--- src/rtl/fifo_pkg.sv ---
// Shared constants and types for the FIFO read-side adapter and its output buffer.
// Latency and backpressure are not applicable here: the package holds declarations only.
package fifo_pkg;

    localparam int ADAPT_BUF_DEPTH = 2;
    localparam int ADAPT_CNT_W     = $clog2(ADAPT_BUF_DEPTH + 1);
    localparam int ADAPT_IDX_W     = $clog2(ADAPT_BUF_DEPTH);

    typedef logic [ADAPT_CNT_W-1:0] cnt_t;
    typedef logic [ADAPT_IDX_W-1:0] idx_t;
    // One extra bit so that cnt + push can be formed without wrapping.
    typedef logic [ADAPT_CNT_W:0]   cnt_ext_t;

endpackage

--- src/rtl/stream_buf2.sv ---
// Two-entry indexed output buffer; a push is visible at head_o on the next cycle.
// No internal backpressure: the caller guarantees it never pushes into a full buffer without popping.
module stream_buf2
    import fifo_pkg::*;
#(
    parameter int DATA_WIDTH = 8
) (
    input  logic                  clk,
    input  logic                  rst_n,
    input  logic                  push_i,
    input  logic [DATA_WIDTH-1:0] push_dat_i,
    input  logic                  pop_i,
    output cnt_t                  cnt_o,
    output logic [DATA_WIDTH-1:0] head_o
);

    logic [DATA_WIDTH-1:0] slot_q [ADAPT_BUF_DEPTH];
    idx_t                  wr_idx_q;
    idx_t                  rd_idx_q;
    cnt_t                  cnt_q;
    cnt_t                  cnt_d;

    always_comb begin
        cnt_d = cnt_q;
        if (push_i && !pop_i) begin
            cnt_d = cnt_q + cnt_t'(1);
        end else if (!push_i && pop_i) begin
            cnt_d = cnt_q - cnt_t'(1);
        end
    end

    always_ff @(posedge clk or negedge rst_n) begin
        if (!rst_n) begin
            wr_idx_q <= '0;
            rd_idx_q <= '0;
            cnt_q    <= '0;
        end else begin
            if (push_i) begin
                wr_idx_q <= ~wr_idx_q;
            end
            if (pop_i) begin
                rd_idx_q <= ~rd_idx_q;
            end
            cnt_q <= cnt_d;
        end
    end

    // Payload storage is deliberately not reset; occupancy tracking alone says what is valid.
    always_ff @(posedge clk) begin
        if (push_i) begin
            slot_q[wr_idx_q] <= push_dat_i;
        end
    end

    assign cnt_o  = cnt_q;
    assign head_o = slot_q[rd_idx_q];

    a_no_drop : assert property (@(posedge clk) disable iff (!rst_n)
        !((cnt_q == cnt_t'(ADAPT_BUF_DEPTH)) && push_i && !pop_i));

    a_no_underflow : assert property (@(posedge clk) disable iff (!rst_n)
        !((cnt_q == '0) && pop_i));

endmodule

--- src/rtl/sync_fifo_rd_adapter.sv ---
// Turns the FIFO pop interface into a valid/ready stream via a 2-entry prefetch buffer.
// Latency: read enable in N, data in N+1, m_valid in N+2; reads stop when pending data would overfill the buffer.
module sync_fifo_rd_adapter
    import fifo_pkg::*;
#(
    parameter int DATA_WIDTH = 8
) (
    input  logic                   clk,
    input  logic                   rst_n,
    input  logic                   fifo_empty,
    input  logic [DATA_WIDTH-1:0]  fifo_data,
    output logic                   fifo_rd_en,
    output logic                   m_valid,
    input  logic                   m_ready,
    output logic [DATA_WIDTH-1:0]  m_data,
    output logic [ADAPT_CNT_W-1:0] buf_cnt
);

    logic     pend_q;
    logic     pend_d;
    logic     push;
    logic     pop;
    cnt_t     cnt;
    cnt_ext_t cnt_next;

    assign pop  = m_valid && m_ready;
    assign push = pend_q;

    // pop implies cnt >= 1, so the subtraction never wraps.
    assign cnt_next = cnt_ext_t'(cnt) + cnt_ext_t'(push) - cnt_ext_t'(pop);

    // A read issued now lands next cycle; only issue it when that word is sure to have a slot.
    assign fifo_rd_en = !fifo_empty && (cnt_next < cnt_ext_t'(ADAPT_BUF_DEPTH));
    assign pend_d     = fifo_rd_en;

    always_ff @(posedge clk or negedge rst_n) begin
        if (!rst_n) begin
            pend_q <= 1'b0;
        end else begin
            pend_q <= pend_d;
        end
    end

    stream_buf2 #(
        .DATA_WIDTH (DATA_WIDTH)
    ) u_buf (
        .clk        (clk),
        .rst_n      (rst_n),
        .push_i     (push),
        .push_dat_i (fifo_data),
        .pop_i      (pop),
        .cnt_o      (cnt),
        .head_o     (m_data)
    );

    assign m_valid = (cnt != '0);
    assign buf_cnt = cnt;

    a_rd_not_empty : assert property (@(posedge clk) disable iff (!rst_n)
        !(fifo_rd_en && fifo_empty));

endmodule

--- config.mk ---
export PLATFORM = sky130hd
export DESIGN_NAME = sync_fifo_rd_adapter
export DESIGN_NICKNAME = d
export VERILOG_FILES = /design/src/rtl/fifo_pkg.sv /design/src/rtl/stream_buf2.sv /design/src/rtl/sync_fifo_rd_adapter.sv
export SDC_FILE = /design/constraint.sdc
export NUM_CORES = 1
export LEC_CHECK = 0
export CAP_MARGIN = 15
export CORE_MARGIN = 8
export CORE_UTILIZATION = 35
export CTS_CLUSTER_DIAMETER = 50
export DETAILED_ROUTE_END_ITERATION = 10
export GPL_ROUTABILITY_DRIVEN = 0
export PLACE_DENSITY = 0.71
export REMOVE_ABC_BUFFERS = 1
export SETUP_SLACK_MARGIN = 0.02
export SLEW_MARGIN = 10
export SYNTH_ARGS = -nofsm -noshare
export SYNTH_HDL_FRONTEND = slang
export SYNTH_SLANG_ARGS = --single-unit
--- constraint.sdc ---
create_clock -name clk -period 2.9 [get_ports clk]
set_clock_uncertainty 0.15 [all_clocks]
set_input_delay 0.58 -clock clk [delete_from_list [all_inputs] [get_ports clk]]
set_output_delay 0.58 -clock clk [all_outputs]
set_load 0.005 [all_outputs]
**Word level (Yosys, flattened, before mapping)**

Memory sizes are Yosys's and may differ from the RTL's.
Index checks and enable logic that the tools add are counted.

- Register bits: 5
- RAM bits: 16
- Input bits: 12
- Output and inout port bits: 12
- Word-level logic and storage cells: 25
- Memories: 1

- $add $sub $neg: 4
- Order comparisons: 1
- Muxes and demuxes: 4
- Bitwise gates (word level): 2
- Reductions and logical operators: 9

Memories:

| name | words | bits a word | read ports | clocked after Yosys merged registers in | write ports | line | source |
|---|---|---|---|---|---|---|---|
| u_buf.slot_q | 2 | 8 | 1 | 0 | 1 | stream_buf2.sv:17 | `logic [DATA_WIDTH-1:0] slot_q [ADAPT_BUF_DEPTH];` |

Operator list:

| cell | number |
|---|---|
| 1-bit logical AND | 4 |
| 2-bit two-way mux | 2 |
| 2-bit nonzero test | 2 |
| 2-bit by 1-bit adder with 3-bit output | 1 |
| 1-bit logical NOT | 3 |
| 3-bit by 2-bit less-than comparator with 1-bit output (second input constant) | 1 |
| 3-bit by 1-bit subtractor with 3-bit output | 1 |
| 2-bit by 1-bit adder with 2-bit output (second input constant) | 1 |
| 1-bit two-way mux | 2 |
| 1-bit NOT | 2 |
| 2-bit by 1-bit subtractor with 2-bit output (second input constant) | 1 |

**Logic depth before layout (Yosys ltp)**

Gate-level depths: netlist of run 1.

- Word-level depth: 5
- Mapped depth: 8
- Gate-level depth less buffers: 8

**Modules after synthesis**

From an unflattened synthesis of run 1, not the netlist that was laid out.

- Cells, all modules: 48
- Area total of the unflattened synthesis: 860.8 um2

Modules (own cells, without submodules):

| module | times used | cells an instance | area an instance (um2) | sequential area each (um2) |
|---|---|---|---|---|
| stream_buf2 | 1 | 39 | 758.2 | 580.6 |
| sync_fifo_rd_adapter | 1 | 9 | 102.6 | 25.0 |

**Least setup slack after synthesis of run 1**

Ideal clock, no wire load.

- Path kind: reg-to-output
- Start: register u_buf.cnt_q[1], in the netlist u_buf.cnt_o[1]
- End: output fifo_rd_en
- Data arrival time: 2.004 ns
- Data required time: 2.170 ns
- Setup slack: 0.166 ns
- Cell stages (with the launch flop): 9
- Path buffers: 0
- Path through: dfrtp_1 > or2_4 > nand2_4 > inv_1 > ha_1 > nand2b_1 > fa_1 > xor2_1 > nor3b_1

- Cells in the longest elaborated chain, start to end: 5
- Elaborated cells on any way between the ends: 6
- Those cells by class: add/sub (2); order compare (1); reduce/logical (3)

RTL lines:

| element | line | source |
|---|---|---|
| start: declaration | stream_buf2.sv:20 | `cnt_t cnt_q;` |
| start signal: assignment | stream_buf2.sv:44 | `cnt_q <= cnt_d;` |
| 2-bit nonzero test | sync_fifo_rd_adapter.sv:56 | `assign m_valid = (cnt != '0);` |
| via m_valid | sync_fifo_rd_adapter.sv:13 | `output logic m_valid,` |
| 1-bit logical AND | sync_fifo_rd_adapter.sv:26 | `assign pop = m_valid && m_ready;` |
| via pop | sync_fifo_rd_adapter.sv:22 | `logic pop;` |
| 3-bit by 1-bit subtractor with 3-bit output | sync_fifo_rd_adapter.sv:30 | `assign cnt_next = cnt_ext_t'(cnt) + cnt_ext_t'(push) - cnt_ext_t'(pop);` |
| 3-bit by 2-bit less-than comparator with 1-bit output | sync_fifo_rd_adapter.sv:33 | `assign fifo_rd_en = !fifo_empty && (cnt_next < cnt_ext_t'(ADAPT_BUF_DEPTH));` |
| 1-bit logical AND | sync_fifo_rd_adapter.sv:33 |  |
| end: declaration | sync_fifo_rd_adapter.sv:12 | `output logic fifo_rd_en,` |

The timed path passes the listed nets, and every way through them passes these cells.

**Worst setup path after layout of run 1**

- Start: register u_buf.cnt_q[1], in the netlist u_buf.cnt_o[1]
- End: output fifo_rd_en

- Cells in the longest elaborated chain, start to end: 5
- Elaborated cells on any way between the ends: 6
- Those cells by class: add/sub (2); order compare (1); reduce/logical (3)

RTL lines:

| element | line |
|---|---|
| 2-bit nonzero test | sync_fifo_rd_adapter.sv:56 |
| 1-bit logical AND | sync_fifo_rd_adapter.sv:26 |
| via pop | sync_fifo_rd_adapter.sv:22 |
| 3-bit by 1-bit subtractor with 3-bit output | sync_fifo_rd_adapter.sv:30 |
| 3-bit by 2-bit less-than comparator with 1-bit output | sync_fifo_rd_adapter.sv:33 |
| 1-bit logical AND | sync_fifo_rd_adapter.sv:33 |

The timed path passes the listed nets, and every way through them passes these cells.

==> flow_metrics.tcl, run 1 <==
set metrics [dict create \
    die_area_mm2 0.00428 \
    syn_inst 48 \
    fin_crit_ns 2.96 \
    ir_worst_vdd_mv 0.553 \
    critPathSlowestCell "fa_2" \
    area_delta_synth_final_pct 40.8 \
    start_util 0.358 \
    drt_iter0_markers 16 \
    via_per_inst 4.51 \
    muxShareOfSynthArea 0.105 \
    tightest_slew_ns 0.726 \
    antenna_found_initial 0 \
    fin_crit_sh 1.02 \
    status "complete, but fails checks" \
    start_kind "register" \
    hold_class "input port to async pin" \
    dp.cells 103 \
    dieWidth_um 65.5 \
    ys_seq_area_frac 0.708 \
    grt_pass1_wl_mm 2.46 \
    clk_pin_slew_worst_paths_ns 0.11 \
    drt-pass1-iter-count 4 \
    rows 18 \
    routed_wirelength_mm 1.52 \
    vias 492 \
    max_slew_margin 0.515 \
    synth-xor-area-share 0.0614 \
    synth_compound_area_frac 0 \
    syn_area_um2 856 \
    yosys.cell_types.count 16 \
    rsz0062_at_grt "true" \
    clockBufferDepth 2 \
    finalNonFillerCells 109 \
    hpwl_mm 1.12 \
    yosysWarnings 0 \
    antenna_cells 0 \
    drc_errors 0 \
    cts_tree "done" \
    clock_latency_ns 0.29 \
    cp_max_fo 2 \
    synth_common_cells "edfxtp_1, mux2_2, dfrtp_1" \
    cp_num_buf_inv 2 \
    worstPathCellList "or2_4 -> nand2_4 -> inv_2 -> ha_4 -> nand2b_4 -> fa_2 -> nor3b_2 -> buf_2" \
    cpLargestDelayFamily "adder cells" \
    cp-end-kind "output pin" \
    crit_type "register to output pin" \
    drv_slew 0 \
    synthArstFlopShare 0.238 \
    post-synth-top-area-cell "edfxtp_1" \
    synth_top_family_by_area "multiplexers" \
    final_nets 95 \
    max_cap_viol_count 0 \
    worst_slack_ns -0.0569 \
    cts_buffers 3 \
    grt_pass1_vias 533 \
    wl_per_cell_um 13.9 \
    drive_above_1_share 0.316 \
    cts_sinks 21 \
    syn_avg_cell_area_um2 17.8 \
    synthFlopType "edfxtp_1" \
    io_pins 24 \
    hold_viol_final 0 \
    die_h_um 65.5 \
    powerDensity_mw_per_mm2 864 \
    synthAdderAreaFrac 0.0526 \
    ys_seq_elements 21 \
    max_freq_ghz 0.338 \
    arrival_ns 2.23 \
    grt_overflow 0 \
    cpPeakStageDelay_ns 0.51 \
    setup_tns_ns -0.0569 \
    p_leak_uw 0.000455 \
    synthTopCellsByArea "edfxtp_1, dfrtp_1, mux2_2" \
    setup_violations 1 \
    required_ns 2.17 \
    grt_max_degree 13 \
    portBuffers 23 \
    yosysMostFrequentCell "edfxtp_1" \
    grtUsageTotal 0.0737 \
    h-tree-depth 1 \
    postRouteAntennaNets 0 \
    synth_edf_count 16 \
    synth-simple-area-share 0.0585 \
    root_buffer "clkbuf_4" \
    holdBufCountCts 0 \
    synth_top_area_share 0.561 \
    fillers 241 \
    violations "negative setup slack" \
    coreArea_mm2 0.00239 \
]
## kinds of logic after synthesis
logic type / after synthesis
buf+inv: 3
flops: 21
simple gates: 7
xor+xnor: 6
mux: 8
fa+ha+maj: 3
## power breakdown
| part | switching (µW) | internal (µW) |
|---|---|---|
| clock | 81.8 | 51.3 |
| sequential | 50.6 | 389 |
| combinational | 166 | 302 |
| total | 298 | 743 |
## stage by stage
step	utilization	worst slack (ns)	cell area (µm²)	total power, µW	hold slack (ns)
after global routing	0.505	-0.151	1200	1130	0.339
after CTS	0.498	-0.0668	1190	1040	0.345
final	0.505	-0.0569	1200	1040	0.346
after detailed placement	0.478	-0.700	1140	875	0.329
after floorplan	-	0.166	851	646	0.134
after global placement	0.478	-0.660	1140	866	0.319
## final cells by class
cell class	instances	area, µm²	share of cell area
Inverter	2	7.51	0.00623
Multi-Input combinational cell	24	265	0.220
Sequential cell	21	606	0.503
Tap cell	30	37.5	0.0312
Clock inverter	1	5.00	0.00415
Clock buffer	3	22.5	0.0187
Timing Repair Buffer	28	262	0.217
## timing repair
| item | 4_1_cts | 5_1_grt |
|---|---|---|
| pin swaps | 1 | 1 |
| resized for setup | 10 | 0 |
| setup endpoints to repair | 1 | 1 |
| buffers inserted | 0 | 2 |
## cell usage in the layout (no fill, tap or decap), drive strengths merged, types with 2 or more instances in the layout
| cell | instances |
|---|---|
| clkdlybuf4s50 | 21 |
| edfxtp | 16 |
| mux2 | 8 |
| buf | 6 |
| dfrtp | 5 |
| xor2 | 4 |
| clkbuf | 3 |
| xnor2 | 2 |
| inv | 2 |
| ha | 2 |
## metal layers
layer  up-vias  GRT usage  share of wire
met2        19      0.116           0.48
met3         2     0.0408           0.11
met5         -          0              0
li1        230          -              -
met1       241     0.0802           0.40
met4         0     0.0327         0.0092
## registers in the layout (all words and copies together) (netlist names)
signal	cells
u_buf.wr_idx_q	1
u_buf.cnt_o	2
u_buf.slot_q	16
u_buf.rd_idx_q	1
pend_q	1
## worst register-to-register path: cells and delay by family, from the launching register on
kind          cells  cell delay, ns
simple gates      4            0.65
buf+inv           2            0.17
fa+ha+maj         2            0.70
flops             1            0.39
## final timing paths
check	start	endpoint	slack, ns	depth (start not counted)
min reg2reg	u_buf.wr_idx_q	u_buf.wr_idx_q	0.35	1
max	u_buf.cnt_o[1]	fifo_rd_en	-0.06	8
max reg2reg	u_buf.cnt_o[1]	pend_q	0.78	8
min	rst_n	u_buf.cnt_o[1]	0.35	1
min in group clk	u_buf.wr_idx_q	u_buf.wr_idx_q	0.35	1
max in group asynchronous	rst_n	pend_q	2.06	1
No activity file was read; power rests on OpenSTA's default activity.
==> inputs of run 2 (changes only) <==
Settings changed: DONT_BUFFER_PORTS set to 1, PLACE_DENSITY 0.71 to 0.58.
==> run 2 against run 1 <==
  * The run now ends clean
  * First-iteration DRC count down 25%
  * Clock power about the same
  * Via count is 17% lower
  * Final cell count shrank 20%
  * Critical endpoint unchanged
  * Largest cell class unchanged
==> flow_metrics.tcl, run 2 (synthesized netlist as in run 1, its figures left out) <==
set metrics [dict create \
    worstPathCellList "or2_4 -> nand2_4 -> inv_4 -> ha_4 -> nand2b_4 -> fa_2 -> nor3b_4" \
    powerDensity_mw_per_mm2 931 \
    p_leak_uw 0.000368 \
    area_delta_synth_final_pct 17.5 \
    drc_errors 0 \
    cp_num_buf_inv 1 \
    cpPeakStageDelay_ns 0.52 \
    drive_above_1_share 0.421 \
    worstHoldEndpoint "pend_q" \
    fin_crit_ns 2.87 \
    rsz0062_at_grt "true" \
    final_area_mm2 0.00101 \
    layout_commonest_cell "edfxtp_1" \
    max_cap_viol_count 0 \
    critPathSlowestCell "fa_2" \
    status "finished clean" \
    path_depth 7 \
    routed_wirelength_mm 1.36 \
    h-tree-depth 1 \
    hold_class "input port to register" \
    vias 408 \
    die_h_um 65.5 \
    rows 18 \
    root_buffer "clkbuf_4" \
    reg2regPathDepth 7 \
    grt_max_degree 12 \
    arrival_ns 2.14 \
    cts_sinks 21 \
    final_cell_mix "edfxtp_1, mux2_2, dfrtp_1, buf_4" \
    drt_iter0_markers 12 \
    antenna_found_initial 0 \
    grt_use_met3 0.0442 \
    die_area_mm2 0.00428 \
    placed_cell_area_um2 903 \
    coreArea_mm2 0.00239 \
    grt_overflow 0 \
    fin_crit_sh 0.989 \
    reg2reg_from "u_buf.cnt_o[1]" \
    clock_latency_ns 0.29 \
    grt_pass1_vias 459 \
    io_pins 24 \
    postRouteAntennaNets 0 \
    top_register "u_buf.slot_q" \
    rrSetupSlack_ns 0.82 \
    grtUsageTotal 0.0669 \
    gr-usage-met1 0.0695 \
    cts_tree "done" \
    post-route-util 0.421 \
    crit_type "register to output pin" \
    setup_violations 0 \
    rr_endpoint "pend_q" \
    hold_start "fifo_empty" \
    fillers 239 \
    tightest_slew_ns 0.692 \
    finalPower_uw 937 \
    grt_use_met2 0.0984 \
    holdPathStages 1 \
    start_util 0.358 \
    required_ns 2.17 \
    cp-end-kind "output pin" \
    drv_slew 0 \
    cts_buffers 3 \
    antenna_cells 0 \
    max_freq_ghz 0.349 \
    grt-busiest-layer "met2" \
    ir_worst_vdd_mv 0.496 \
    dieWidth_um 65.5 \
    cpLargestDelayFamily "adder cells" \
    hold_viol_final 0 \
    whs_ns 0.197 \
    portBuffers 0 \
    drt-pass1-iter-count 4 \
    clockBufferDepth 2 \
    final_nets 73 \
    wl_per_cell_um 15.6 \
    clk_pin_slew_worst_paths_ns 0.10 \
    via_per_inst 4.69 \
    start_kind "register" \
    largest_reg_flops 16 \
    cp_max_fo 2 \
    max_slew_margin 0.538 \
    grt_pass1_wl_mm 2.18 \
]
## run 2: layout make-up
type                       instances  area [µm²]  area share
tap                               30        37.5      0.0373
timing repair buffer               6        47.5      0.0473
inverter                           2        10.0     0.00995
sequential                        21         606       0.602
multi-input combinational         24         279       0.277
clock buffer                       4        26.3      0.0261
## run 2: worst max path at each step
stage                               from          to  slack [ns]
after global routing      u_buf.cnt_o[1]  fifo_rd_en       -0.07
after floorplan           u_buf.cnt_o[1]  fifo_rd_en        0.17
after CTS                 u_buf.cnt_o[0]  fifo_rd_en      -0.009
after global placement    u_buf.cnt_o[1]  fifo_rd_en        0.20
after detailed placement  u_buf.cnt_o[1]  fifo_rd_en        0.16
final                     u_buf.cnt_o[1]  fifo_rd_en        0.03
## run 2: timing repair
| item | 4_1_cts | 5_1_grt |
|---|---|---|
| hold endpoints to repair | 5 | 0 |
| endpoints found under the setup margin | 1 | 1 |
| gates resized for setup | 5 | 3 |
| pin swaps | 5 | 3 |
| hold buffers | 1 | 0 |
| buffers inserted | 1 | 2 |
## run 2: through the flow
stage	setup TNS [ns]	cells	worst slack, ns
6_report	0	87	0.0329
2_1_floorplan	0	47	0.166
4_1_cts	-0.00926	85	-0.00926
5_1_grt	-0.0721	87	-0.0721
3_3_place_gp	0	79	0.199
3_5_place_dp	0	79	0.164
## run 2: power breakdown
part / internal, µW / switching, µW
logic: 206 / 160
registers: 390 / 49.0
clock network: 53.5 / 78.2
## run 2: per-layer routing
metal | part of all wire | vias to the layer above | wire [µm]
li1 | - | 190 | -
met4 | 0.0088 | 0 | 12
met5 | 0 | - | 0
met1 | 0.40 | 197 | 542
met3 | 0.15 | 2 | 201
met2 | 0.44 | 19 | 602
==> inputs of run 3 (changes only) <==
Settings changed: HOLD_SLACK_MARGIN set to 0.12, SLEW_MARGIN 10 to 30.
==> results of run 3 <==
Final layout, timing and power as in run 2 (identical DEF).
